--- config.mk ---
export PLATFORM = sky130hd
export DESIGN_NAME = bure_fetch_unit
export DESIGN_NICKNAME = d
export VERILOG_FILES = /design/src/rtl/bure_pkg.sv /design/src/rtl/bure_fetch_fifo.sv /design/src/rtl/bure_fetch_unit.sv
export SDC_FILE = /design/constraint.sdc
export NUM_CORES = 1
export LEC_CHECK = 0
export CAP_MARGIN = 20
export CORE_ASPECT_RATIO = 0.8
export CORE_MARGIN = 4
export CORE_UTILIZATION = 56
export DETAILED_ROUTE_END_ITERATION = 6
export GPL_TIMING_DRIVEN = 0
export PLACE_DENSITY = 0.82
export SLEW_MARGIN = 20
export SYNTH_ARGS = -nofsm -noshare
export SYNTH_HDL_FRONTEND = slang
export SYNTH_SLANG_ARGS = --single-unit
--- constraint.sdc ---
create_clock -name clk -period 9.59 [get_ports clk]
set_input_delay 1.4385 -clock clk [delete_from_list [all_inputs] [get_ports clk]]
set_output_delay 1.4385 -clock clk [all_outputs]
set_load 0.05 [all_outputs]
--- src/rtl/bure_pkg.sv ---
`default_nettype none
// ============================================================================
// Module      : bure_pkg
// Description : Shared types for the bure instruction-fetch stage: FSM state
//               encoding, the instruction-buffer entry layout and the
//               instruction size in bytes.
// Revision    : 1.0 - initial release
// ============================================================================
package bure_pkg;

   localparam int INSTR_BYTES   = 4;
   // Widest address / instruction the buffer entry can carry; the fetch unit
   // narrows the stored fields back to its own ADDR_WIDTH / INSTR_WIDTH.
   localparam int ENTRY_ADDR_W  = 32;
   localparam int ENTRY_INSTR_W = 32;

   typedef enum logic [1:0] {
      FETCH = 2'd0,
      WAIT  = 2'd1,
      DRAIN = 2'd2,
      HALT  = 2'd3
   } fetch_state_e;

   typedef struct packed {
      logic [ENTRY_INSTR_W-1:0] instr;
      logic [ENTRY_ADDR_W-1:0]  pc;
      logic                     misalign;
   } fetch_entry_t;

endpackage
`default_nettype wire

--- src/rtl/bure_fetch_fifo.sv ---
`default_nettype none
// ============================================================================
// Module      : bure_fetch_fifo
// Description : Synchronous FIFO of fetch_entry_t between fetch and decode.
//               flush has priority over push and pop. Push and pop in the
//               same cycle are allowed, including when full.
// Ports       : clk, rst (async, active-high), push, pop, flush,
//               wdata (entry written on push), head (oldest entry),
//               count (number of valid entries)
// Revision    : 1.0 - initial release
// ============================================================================
module bure_fetch_fifo
   import bure_pkg::*;
#(
   parameter  int DEPTH = 2,
   localparam int CW    = $clog2(DEPTH + 1),
   localparam int PW    = (DEPTH > 1) ? $clog2(DEPTH) : 1
) (
   input  logic          clk,
   input  logic          rst,
   input  logic          push,
   input  logic          pop,
   input  logic          flush,
   input  fetch_entry_t  wdata,
   output fetch_entry_t  head,
   output logic [CW-1:0] count
);

   fetch_entry_t  r_mem [DEPTH];
   logic [PW-1:0] r_rd;
   logic [PW-1:0] r_wr;
   logic [CW-1:0] r_count;
   logic          w_pop;
   logic          w_push;

   // A full FIFO still accepts a push when the head leaves in the same cycle.
   assign w_pop  = pop && (r_count != '0);
   assign w_push = push && ((r_count != CW'(DEPTH)) || w_pop);

   function automatic logic [PW-1:0] ptr_inc(input logic [PW-1:0] p);
      return (p == PW'(DEPTH - 1)) ? '0 : p + PW'(1);
   endfunction

   always_ff @(posedge clk or posedge rst) begin
      if (rst) begin
         for (int i = 0; i < DEPTH; i++) r_mem[i] <= '0;
         r_rd    <= '0;
         r_wr    <= '0;
         r_count <= '0;
      end else if (flush) begin
         r_rd    <= '0;
         r_wr    <= '0;
         r_count <= '0;
      end else begin
         if (w_push) begin
            r_mem[r_wr] <= wdata;
            r_wr        <= ptr_inc(r_wr);
         end
         if (w_pop) r_rd <= ptr_inc(r_rd);
         if (w_push && !w_pop)      r_count <= r_count + CW'(1);
         else if (!w_push && w_pop) r_count <= r_count - CW'(1);
      end
   end

   assign head  = r_mem[r_rd];
   assign count = r_count;

endmodule
`default_nettype wire

--- src/rtl/bure_fetch_unit.sv ---
`default_nettype none
// ============================================================================
// Module      : bure_fetch_unit
// Description : Instruction-fetch stage. Holds the PC, issues one outstanding
//               request at a time on a req/gnt/rvalid memory port and buffers
//               fetched words toward decode. prst redirects and flushes.
//               Optional macro BURE_FETCH_MISALIGN_EN: a misaligned redirect
//               target parks the unit in HALT and emits one marker entry.
// Ports       : clk, rst (async, active-high)
//               new_pc, prst                      - redirect
//               instr_valid/instr/instr_pc/
//               instr_misalign, instr_ready       - decode side
//               imem_req/imem_addr/imem_gnt/
//               imem_rvalid/imem_rdata            - instruction memory
// Revision    : 1.0 - initial release
// ============================================================================
module bure_fetch_unit
   import bure_pkg::*;
#(
   parameter int                    ADDR_WIDTH  = 32,
   parameter int                    INSTR_WIDTH = 32,
   parameter logic [ADDR_WIDTH-1:0] RESET_PC    = '0,
   parameter int                    FIFO_DEPTH  = 2
) (
   input  logic                   clk,
   input  logic                   rst,
   input  logic [ADDR_WIDTH-1:0]  new_pc,
   input  logic                   prst,
   output logic                   instr_valid,
   output logic [INSTR_WIDTH-1:0] instr,
   output logic [ADDR_WIDTH-1:0]  instr_pc,
   output logic                   instr_misalign,
   input  logic                   instr_ready,
   output logic                   imem_req,
   output logic [ADDR_WIDTH-1:0]  imem_addr,
   input  logic                   imem_gnt,
   input  logic                   imem_rvalid,
   input  logic [INSTR_WIDTH-1:0] imem_rdata
);

   localparam int CW = $clog2(FIFO_DEPTH + 1);

   fetch_state_e          r_state;
   fetch_state_e          w_state_nxt;
   fetch_state_e          w_redir;
   logic [ADDR_WIDTH-1:0] r_pc;
   logic [ADDR_WIDTH-1:0] w_req_pc;
   logic [ADDR_WIDTH-1:0] w_mark_pc;
   logic                  r_req;
   logic                  w_fire;
   logic                  w_bad;
   logic                  w_halt_pend;
   logic                  w_push_rsp;
   logic                  w_push_mark;
   logic                  w_pop;
   logic [CW-1:0]         w_count;
   logic [CW-1:0]         w_cnt_nxt;
   fetch_entry_t          w_wdata;
   fetch_entry_t          w_head;

   assign w_fire     = r_req & imem_gnt;
   assign w_pop      = instr_valid & instr_ready;
   assign w_push_rsp = (r_state == WAIT) & imem_rvalid & ~prst;
   // pc has already advanced past the outstanding request.
   assign w_req_pc   = r_pc - ADDR_WIDTH'(INSTR_BYTES);
   assign w_redir    = w_bad ? HALT : FETCH;

`ifdef BURE_FETCH_MISALIGN_EN
   logic       r_halt_pend;   // HALT follows once DRAIN completes
   logic       r_mark_done;   // marker already pushed for this HALT visit
   logic [1:0] r_halt_lo;     // low bits of the misaligned target

   assign w_bad = |new_pc[1:0];

   always_ff @(posedge clk or posedge rst) begin
      if (rst) begin
         r_halt_pend <= 1'b0;
         r_mark_done <= 1'b0;
         r_halt_lo   <= 2'b00;
      end else if (prst) begin
         r_halt_pend <= w_bad;
         r_mark_done <= 1'b0;
         r_halt_lo   <= new_pc[1:0];
      end else if (w_push_mark) begin
         r_mark_done <= 1'b1;
      end
   end

   assign w_halt_pend    = r_halt_pend;
   assign w_push_mark    = (r_state == HALT) & ~r_mark_done & ~prst;
   assign w_mark_pc      = {r_pc[ADDR_WIDTH-1:2], r_halt_lo};
   assign instr_misalign = w_head.misalign;
`else
   logic w_unused_ok;

   assign w_bad          = 1'b0;
   assign w_halt_pend    = 1'b0;
   assign w_push_mark    = 1'b0;
   assign w_mark_pc      = w_req_pc;
   assign instr_misalign = 1'b0;
   assign w_unused_ok    = ^{new_pc[1:0], w_head.misalign};
`endif

   always_comb begin
      w_wdata          = '0;
      w_wdata.instr    = w_push_mark ? '0 : ENTRY_INSTR_W'(imem_rdata);
      w_wdata.pc       = ENTRY_ADDR_W'(w_push_mark ? w_mark_pc : w_req_pc);
      w_wdata.misalign = w_push_mark;
   end

   // Occupancy after this edge; the registered request is derived from it so
   // a pop never frees a slot for a request in the same cycle.
   always_comb begin
      w_cnt_nxt = w_count;
      if (prst)                                            w_cnt_nxt = '0;
      else if ((w_push_rsp | w_push_mark) && !w_pop)       w_cnt_nxt = w_count + CW'(1);
      else if (!(w_push_rsp | w_push_mark) && w_pop)       w_cnt_nxt = w_count - CW'(1);
   end

   always_comb begin
      w_state_nxt = r_state;
      if (prst) begin
         case (r_state)
            FETCH:       w_state_nxt = w_fire ? DRAIN : w_redir;
            WAIT, DRAIN: w_state_nxt = imem_rvalid ? w_redir : DRAIN;
            default:     w_state_nxt = w_redir;
         endcase
      end else begin
         case (r_state)
            FETCH:   if (w_fire)      w_state_nxt = WAIT;
            WAIT:    if (imem_rvalid) w_state_nxt = FETCH;
            DRAIN:   if (imem_rvalid) w_state_nxt = w_halt_pend ? HALT : FETCH;
            default: w_state_nxt = r_state;
         endcase
      end
   end

   always_ff @(posedge clk or posedge rst) begin
      if (rst) begin
         r_state <= FETCH;
         r_pc    <= RESET_PC;
         r_req   <= 1'b0;
      end else begin
         r_state <= w_state_nxt;
         r_req   <= (w_state_nxt == FETCH) && (w_cnt_nxt < CW'(FIFO_DEPTH));
         if (prst)        r_pc <= {new_pc[ADDR_WIDTH-1:2], 2'b00};
         else if (w_fire) r_pc <= r_pc + ADDR_WIDTH'(INSTR_BYTES);
      end
   end

   bure_fetch_fifo #(
      .DEPTH (FIFO_DEPTH)
   ) u_fifo (
      .clk   (clk),
      .rst   (rst),
      .push  (w_push_rsp | w_push_mark),
      .pop   (w_pop),
      .flush (prst),
      .wdata (w_wdata),
      .head  (w_head),
      .count (w_count)
   );

   assign instr_valid = (w_count != '0);
   assign instr       = w_head.instr[INSTR_WIDTH-1:0];
   assign instr_pc    = w_head.pc[ADDR_WIDTH-1:0];
   assign imem_req    = r_req;
   assign imem_addr   = r_req ? r_pc : '0;

endmodule
`default_nettype wire

==> results of run 1 <==
-- layer usage --
layer,share of wire,vias up,track usage
met5,0,-,0
met4,0.015,0,0.07085
met3,0.057,22,0.05118
met2,0.46,201,0.3949
met1,0.47,3264,0.3845
li1,-,3045,-
-- worst paths after layout --
check	slack [ps]	end	cells after the start	start
min	500	u_fifo.r_mem[127]	1	u_fifo.r_mem[127]
max	5250	instr[30]	4	u_fifo.r_rd
max reg2reg	6830	u_fifo.r_mem[16]	8	u_fifo.count[1]
min reg2reg	500	u_fifo.r_mem[127]	1	u_fifo.r_mem[127]
min in group asynchronous	1490	u_fifo.r_mem[27]	2	rst
max in group asynchronous	7310	r_pc[4]	3	rst
-- registers in the layout (all words and copies together), names as in the netlist --
signal        flops
imem_req          1
u_fifo.count      2
u_fifo.r_mem    124
r_pc             30
u_fifo.r_wr       1
u_fifo.r_rd       1
r_state           2
-- cell usage in the layout (no fill, tap or decap), types with 2 or more instances in the layout --
cell	synthesis	final
nor4_4	2	2
and2_1	31	31
or3_1	5	5
dfrtp_1	161	161
inv_1	12	11
a21oi_1	63	63
buf_2	35	35
nor4_1	4	4
clkbuf_16	0	17
nor2_1	78	78
o21ai_0	31	31
clkdlybuf4s50_1	0	161
clkinv_4	0	3
conb_1	1	5
nand2_1	44	44
nor3_1	12	12
mux2_2	128	128
and2_2	2	2
nand2b_1	4	4
buf_4	6	6
clkinv_2	0	4
o311a_1	2	2
nor2b_1	7	7
nand3_1	16	16
xor2_1	24	24
ha_1	7	7
buf_1	3	3
a2111oi_2	2	2
nor3_2	2	2
nor4_2	5	5
xnor2_1	34	34
mux2i_1	3	3
and3_1	5	5
nand4_1	12	12
a31oi_1	4	4
clkinvlp_4	0	3
clkbuf_1	24	25
bufinv_16	0	2
-- area by class of cell --
cell class	instances	area share
Inverter	12	0.004857
Clock inverter	13	0.01272
Multi-Input combinational cell	548	0.3656
Buffer	69	0.03076
Sequential cell	161	0.3724
Timing Repair Buffer	162	0.1515
Clock buffer	19	0.04094
Tap cell	184	0.02128
-- worst reg2reg max path: cells and delay by family (launching register included) --
family          cells  cell delay [ps]
fa+ha+maj           1              200
simple gates        1              250
compound gates      2              820
buf+inv             4              980
flops               1              390
-- kinds of logic after synthesis --
| group | after synthesis | share of synthesized area |
|---|---|---|
| simple gates | 240 | 0.1545 |
| flops | 161 | 0.4827 |
| mux | 131 | 0.1763 |
| compound gates | 107 | 0.06941 |
| buf+inv | 81 | 0.04527 |
| xor+xnor | 58 | 0.06086 |
| fa+ha+maj | 7 | 0.01049 |
| other cells | 1 | 0.0004493 |
-- stage by stage --
| step | cells | hold WS, ps | area [um2] |
|---|---|---|---|
| 3_3_place_gp | 1135 | 482.9 | 10200 |
| 5_1_grt | 1168 | 524.3 | 10820 |
| 2_1_floorplan | 790 | 474.9 | 8362 |
| 3_5_place_dp | 1136 | 491.4 | 10240 |
| 4_1_cts | 1168 | 506.1 | 10820 |
| 6_report | 1168 | 501.2 | 10820 |
-- where the power goes --
part	switching [mW]	internal, mW	total [mW]
Sequential	0.112	0.881	0.992
Combinational	1.15	0.697	1.85
Clock	0.280	0.390	0.670
Total	1.54	1.97	3.51
==> metrics.md, run 1 <==
| Metric | Value |
|---|---|
| Cell Rows | 39 |
| Root buffer cell | clkbuf_16 |
| Post-CTS setup buffer count | 0 |
| Number of global-route vias before repair | about 6500 |
| Setup-failing EPs final | 0 |
| Nature of the critical path endpoint | primary output |
| Reg area | 4029 um2 |
| Num CTS Buffers | 17 |
| Unrepaired setup endpoints after global routing | false |
| Initial antenna violation count | 0 |
| Antenna diodes | 0 |
| Die area | 16930 um2 |
| Synth Instances | 786 |
| Post-Route Setup TNS | 0 ps |
| Detailed Route WL | between 20000 and 25000 um |
| Leakage power | 4.656 nW |
| RePlAce Congestion | 0.8419 |
| Initial DRT Pass Iterations | 5 |
| Clock transition at the registers of the reported paths | 70 ps |
| Hpwl dp | 15090 um |
| CP Class | reg2out |
| Total track usage | 0.2596 |
| Multi-input logic area | 3955 um2 |
| Worst IR Drop VDD | 159.5 uV |
| Top post-synthesis cells by area | dfrtp_1, mux2_2, a21oi_1 |
| Most common cell in the netlist | dfrtp_1 |
| Drt via density | between 5 and 6 |
| Fin worst setup slack | 5249 ps |
| CTS resizes | 0 |
| CTS tree | built |
| Hold Buf Count CTS | 0 |
| Pins Over Slew Limit | 0 |
| Crit path buf inv count | 3 |
| Clk_skew | 6.940 ps |
| Fmax | approximately 230 MHz |
| Post-synth EDFFs | 0 |
| Final #Nets | 1048 |
| Cell repeated most along the worst path | clkbuf_1 |
| Required time worst endpoint | 8150 ps |
| Synthesis Warnings | 0 |
| Antenna Nets Post-Route | 0 |
| Starting Density | 0.5779 |
| Main synth FF type | dfrtp_1 |
| Slew @ Worst Pin | between 600 and 700 ps |
| Hold Vio Cnt, Final | 0 |
| Num Clock Sinks | 161 |
| Worst skew pair latency | 420 ps |
| I/O pin count | about 170 |
| End-of-flow core utilization | 0.7490 |
| Cell taking the most area after synthesis | dfrtp_1 |
| Remaining global-route overflow | 0 |
| Crit-path cells | clkbuf_1, clkbuf_1, mux2_2, clkdlybuf4s50_1 |
| Tcrit/Tclk final | 0.4527 |
| Largest net degree at the start of global routing | 84 |
| Most frequent cells after synthesis | dfrtp_1, mux2_2, nor2_1, a21oi_1, nand2_1 |
| Share of layout cells above drive strength 1 | 0.2276 |
| Vias | 6532 |
| Worst EP arrival | 2900 ps |
| Syn Area/Cell | 10.62 um2 |
| Routed wire per std cell | 18.02 um |
| First-pass GRT wire length | 34170 um |
| Post-layout min period | 4341 ps |
| Post-synthesis cell type count | 49 |
| Htree depth | 4 |
| CTS Buffer Depth | 2 |
| Mapped Area | 8347 um2 |
| Number of port buffers | 161 |
| Drt drc | 0 |
| Post-synth top area share | 0.4827 |
| Area Overhead vs Synth | 29.62% |
| Post-Place Worst Slack | about 5700 ps |
| Hold crit path type | reg2reg |
| CP top delay family | buffers and inverters |
| DIE HEIGHT | 117.2 um |
| DR iter-0 viols | 439 |
| Chip width | 144.5 um |
| Slowest-stage cell, CP | clkdlybuf4s50_1 |
| Final Power | 3.511 mW |
| Slew HR | 0.5490 |
| Critical path's largest stage delay | around 720 ps |
| Total core area | 14440 um2 |
| PD cells | roughly 320 nW/um2 |
| Yosys reg bits | roughly 160 |
| Critical Path Start Type | flop |
| Register area share after synthesis | 0.4827 |
| Max cap viols | 0 |
| FFs w/ async S/R, synth | 1.000 |
| Status | finished clean |
| Fillers | 1054 |
| CP Max Fanout | 10 |
Note: power is estimated with default switching activity, not from simulation.
==> inputs of run 2 (changes only) <==
CORE_UTILIZATION = 52   (was 56)
PLACE_DENSITY = 0.77   (was 0.82)
clock period = 4.5 ns   (was 9.59 ns; I/O delays follow)
==> run 2 against run 1 <==
  * Highest routed layer unchanged
  * Cell count rose by 3.0%
  * Sequential share of layout area fell by 0.42 points
  * Largest power group unchanged
  * Combinational power rose by 110%
  * Critical endpoint is now instr_pc[8]
==> metrics.md, run 2 (synthesized netlist as in run 1, its figures left out) <==
| Metric | Value |
|---|---|
| Area Overhead vs Synth | 31.10% |
| I/O pin count | about 170 |
| Cell Rows | 41 |
| Detailed Route WL | 21090 um |
| CP Class | reg2out |
| Hold crit path type | reg2reg |
| Hold Buf Count CTS | 0 |
| M2 GR Usage | 0.3684 |
| GRT Max-Usage Layer | met2 |
| Number of global-route vias before repair | 6680 |
| Clk_skew | 6.026 ps |
| Vias | roughly 6400 |
| Area post-placement | 10350 um2 |
| Total core area | 15750 um2 |
| Post-layout min period | 3559 ps |
| Pins Over Slew Limit | 0 |
| Hold_sp | u_fifo.r_mem[107] |
| Remaining global-route overflow | 0 |
| R2R Setup Slk | around 1800 ps |
| Starting Density | 0.5300 |
| Critical Path Start Type | flop |
| Top Registers | u_fifo.r_mem (124), r_pc (30) |
| Post-CTS setup buffer count | 0 |
| Most frequent cells in the layout | dfrtp_1, clkdlybuf4s50_1, mux2_2 |
| Final #Nets | 1052 |
| Chip width | 149.7 um |
| DR iter-0 viols | 411 |
| Tcrit/Tclk final | 0.7909 |
| CTS Buffer Depth | 2 |
| RR Endpoint | u_fifo.r_mem[82] |
| Routed wire per std cell | 17.53 um |
| First-pass GRT wire length | approximately 35000 um |
| Unrepaired setup endpoints after global routing | false |
| Antenna diodes | 0 |
| Largest reg by FF count | u_fifo.r_mem |
| Hpwl dp | 15390 um |
| Hold depth | 1 |
| Number of port buffers | 161 |
| Antenna Nets Post-Route | 0 |
| Fmax | around 280 MHz |
| CTS resizes | 0 |
| Clock transition at the registers of the reported paths | 60 ps |
| Total track usage | 0.2414 |
| CP Max Fanout | 10 |
| Met1 Usage GRT | 0.3571 |
| Required time worst endpoint | 3830 ps |
| Max cap viols | 0 |
| Slowest-stage cell, CP | clkdlybuf4s50_1 |
| Hold Vio Cnt, Final | 0 |
| Slew HR | 0.5564 |
| Nature of the critical path endpoint | primary output |
| RR Startpoint | u_fifo.count[1] |
| Setup-failing EPs final | 0 |
| Die area | 18160 um2 |
| Drt drc | 0 |
| Drt via density | approximately 5.4 |
| Slew @ Worst Pin | 664.1 ps |
| Worst IR Drop VDD | roughly 320 uV |
| Crit-path cells | clkbuf_1, clkbuf_1, mux2_2, clkdlybuf4s50_1 |
| Num CTS Buffers | 17 |
| Fin area | 10940 um2 |
| Root buffer cell | clkbuf_16 |
| Initial antenna violation count | 0 |
| Hold EP | u_fifo.r_mem[107] |
| Worst EP arrival | 2880 ps |
| CTS tree | built |
| Num Clock Sinks | 161 |
| Grt met3 use | 0.05004 |
| PD cells | 684.4 nW/um2 |
| Share of layout cells above drive strength 1 | 0.2298 |
| Critical path's largest stage delay | 720 ps |
| Worst skew pair latency | around 420 ps |
| Cell repeated most along the worst path | clkbuf_1 |
| Htree depth | 4 |
| Initial DRT Pass Iterations | 5 |
| DIE HEIGHT | 121.3 um |
| Post-Route Setup TNS | 0 ps |
| Leakage power | 4.693 nW |
| RePlAce Congestion | 0.8669 |
| R2r worst-path depth | 7 |
| Largest net degree at the start of global routing | 33 |
| Status | finished clean |
| Number of flip-flops in the largest register | 124 |
-- run 2: power breakdown --
group / switching (mW) / leakage, nW / internal, mW / total (mW)
registers: 0.238 / 2.08 / 1.88 / 2.11
logic: 2.45 / 2.33 / 1.49 / 3.94
clock network: 0.586 / 0.284 / 0.851 / 1.44
-- run 2: how the worst max path moves through the flow --
stage             endpoint         from
3_3_place_gp      r_pc[18]          rst
3_5_place_dp     instr[29]  u_fifo.r_rd
5_1_grt          instr[30]  u_fifo.r_rd
6_report       instr_pc[8]  u_fifo.r_rd
4_1_cts          instr[29]  u_fifo.r_rd
2_1_floorplan     imem_req          rst
-- run 2: metal layers --
layer	vias to the layer above	wire length [um]
li1	3050	-
met1	3198	10130
met2	174	9601
met3	15	1150
met4	0	217
met5	-	0
-- run 2: through the flow --
step | total power [mW] | std cells | hold WS, ps | util | setup slack (ps)
finish | 7.490 | 1203 | 499.7 | 0.6948 | 940.9
global route | 7.841 | 1203 | 515.6 | 0.6948 | 808.0
CTS | 7.532 | 1203 | 505.2 | 0.6948 | 925.9
detailed placement | 6.068 | 1171 | 490.5 | 0.6574 | 1368
global placement | 6.002 | 1166 | 483.0 | 0.6506 | 437.3
floorplan | 4.848 | 790 | 474.9 | - | 1782
-- run 2: final cells by class --
| class | instances | area (um2) |
|---|---|---|
| fill | 1201 | 4806 |
| inverter | 12 | 48.80 |
| clock inverter | 11 | 128.9 |
| buffer | 69 | 332.8 |
| clock buffer | 21 | 460.4 |
| sequential | 161 | 4029 |
| multi-input combinational | 548 | 3955 |
| tap | 215 | 269.0 |
| timing repair buffer | 166 | 1719 |
-- run 2: worst max-delay path: cells and delay by family (launching register included) --
kind,cells,cell delay (ps)
buffers and inverters,3,1700
flip-flops,1,320
multiplexers,1,440
==> inputs of run 3 (changes only) <==
CORE_UTILIZATION = 47   (was 52)
PLACE_DENSITY = 0.73   (was 0.77)
clock period = 2.94 ns   (was 4.5 ns; I/O delays follow)
==> run 3 against run 2 <==
  * Count of clock-buffer cells in the layout fell by 2
  * Power rose by 53%
  * First-iteration DRC count fell by 3.2%
  * Sequential power rose by 54%
  * Largest cell class unchanged
==> metrics.md, run 3 (synthesized netlist as in run 1, its figures left out) <==
| Metric | Value |
|---|---|
| Status | finished clean |
| Hpwl dp | 15370 um |
| Slew HR | 0.5526 |
| Hold Buf Count CTS | 0 |
| First-pass GRT wire length | 33420 um |
| Fillers | around 1400 |
| Die area | 19970 um2 |
| Crit-path cells | clkbuf_2, mux2_2, clkdlybuf4s50_1 |
| Starting Density | 0.4803 |
| Pins Over Slew Limit | 0 |
| Worst IR Drop VDD | 488.1 uV |
| Commonest non-fill, non-tap cell in the layout | clkdlybuf4s50_1 |
| DIE HEIGHT | ~130 um |
| Largest net degree at the start of global routing | 34 |
| PD cells | about 1000 nW/um2 |
| Clk_skew | 7.953 ps |
| Initial DRT Pass Iterations | 6 |
| RePlAce Congestion | between 0.8 and 0.9 |
| Slowest-stage cell, CP | clkdlybuf4s50_1 |
| Max cap viols | 0 |
| Vias | between 6000 and 7000 |
| Antenna diodes | 0 |
| Unrepaired setup endpoints after global routing | false |
| Nature of the critical path endpoint | primary output |
| Root buffer cell | clkbuf_16 |
| Critical path's largest stage delay | 740 ps |
| Area Overhead vs Synth | 31.58% |
| CP top delay family | buffers and inverters |
| Inst Count DP | 1181 |
| Number of port buffers | 161 |
| Remaining global-route overflow | 0 |
| Most frequent cells in the layout | clkdlybuf4s50_1, dfrtp_1, mux2_2 |
| Crit path buf inv count | 2 |
| Cell Rows | 43 |
| Largest reg by FF count | u_fifo.r_mem |
| Total core area | 17380 um2 |
| Hold Vio Cnt, Final | 0 |
| Post-Route Setup TNS | 0 ps |
| Antenna Nets Post-Route | 0 |
| Worst EP arrival | 2390 ps |
| Tcrit/Tclk final | 0.9614 |
| CTS Buffer Depth | 2 |
| Routed wire per std cell | about 17 um |
| CP Max Fanout | 10 |
| DR iter-0 viols | 398 |
| Leakage power | 4.704 nW |
| Num Clock Sinks | 161 |
| Top Registers | u_fifo.r_mem (124), r_pc (30) |
| Chip width | ~160 um |
| Drt via density | roughly 5.2 |
| Number of global-route vias before repair | 6230 |
| Fmax | 353.8 MHz |
| Num CTS Buffers | 17 |
| Worst skew pair latency | 430 ps |
| Clock transition at the registers of the reported paths | 60 ps |
| CP Class | reg2out |
| Htree depth | 4 |
| CTS tree | built |
| Number of flip-flops in the largest register | 124 |
| Hold crit path type | in2async |
| Final Non-Filler Cells | roughly 1200 |
| Detailed Route WL | 20920 um |
| Post-layout min period | around 2800 ps |
| Drt drc | 0 |
| Slew @ Worst Pin | 665.5 ps |
| Total track usage | 0.2115 |
| Setup-failing EPs final | 0 |
| Critical Path Start Type | flop |
| Share of layout cells above drive strength 1 | 0.2391 |
| Final #Nets | 1051 |
| Required time worst endpoint | 2500 ps |
| I/O pin count | 169 |
| Initial antenna violation count | 0 |
[run 3: layout make-up]
| class | instances | area [um2] | area share |
|---|---|---|---|
| Sequential cell | 161 | 4030 | 0.3669 |
| Clock buffer | 19 | 452.9 | 0.04124 |
| Tap cell | 225 | 281.5 | 0.02563 |
| Inverter | 12 | 48.80 | 0.004443 |
| Timing Repair Buffer | 166 | 1727 | 0.1572 |
| Buffer | 68 | 336.6 | 0.03064 |
| Clock inverter | 13 | 126.4 | 0.01151 |
| Multi-Input combinational cell | 548 | 3980 | 0.3624 |
[run 3: metal layers]
metal | GRT usage | part of all wire | up-vias | routed length (um)
met5 | 0 | 0 | - | 0
met4 | 0.04235 | 0.0069 | 0 | 144
met3 | 0.04470 | 0.056 | 12 | 1172
met2 | 0.3052 | 0.44 | 168 | 9110
met1 | 0.3305 | 0.50 | 3092 | 10500
li1 | - | - | 3071 | -
[run 3: metrics by stage]
stage               hold WS (ps)  worst slack [ps]  cell area (um2)  power, mW  utilization
global route               479.8             54.86            10980      11.97       0.6320
detailed placement         490.5            -106.8            10370      9.288       0.5969
floorplan                  474.9             456.2             8366      7.420            -
finish                     447.6             113.5            10980      11.44       0.6320
global placement           482.6            -950.6            10260      9.206       0.5903
CTS                        459.3             82.25            10960      11.49       0.6306
[run 3: where the power goes]
group,switching [mW],internal (mW)
sequential,0.379,2.87
clock,0.949,1.22
combinational,3.72,2.29
total,5.05,6.39
[run 3: worst paths after layout]
path,to,slack (ps),depth (start not counted),startpoint
worst min-delay path,u_fifo.r_mem[58],450,2,rst
worst min register to register,u_fifo.r_mem[57],500,1,u_fifo.r_mem[57]
min in group clk,u_fifo.r_mem[57],500,1,u_fifo.r_mem[57]
worst max-delay path,instr_pc[5],110,3,u_fifo.r_rd
max in group asynchronous,u_fifo.r_mem[90],1270,6,rst
worst max register to register,u_fifo.r_mem[13],250,8,u_fifo.count[1]
[run 3: repair_timing]
action / CTS / global route
setup buffers: 0 / 0
setup endpoints to repair: 59 / 10
gates resized for setup: 7 / 2
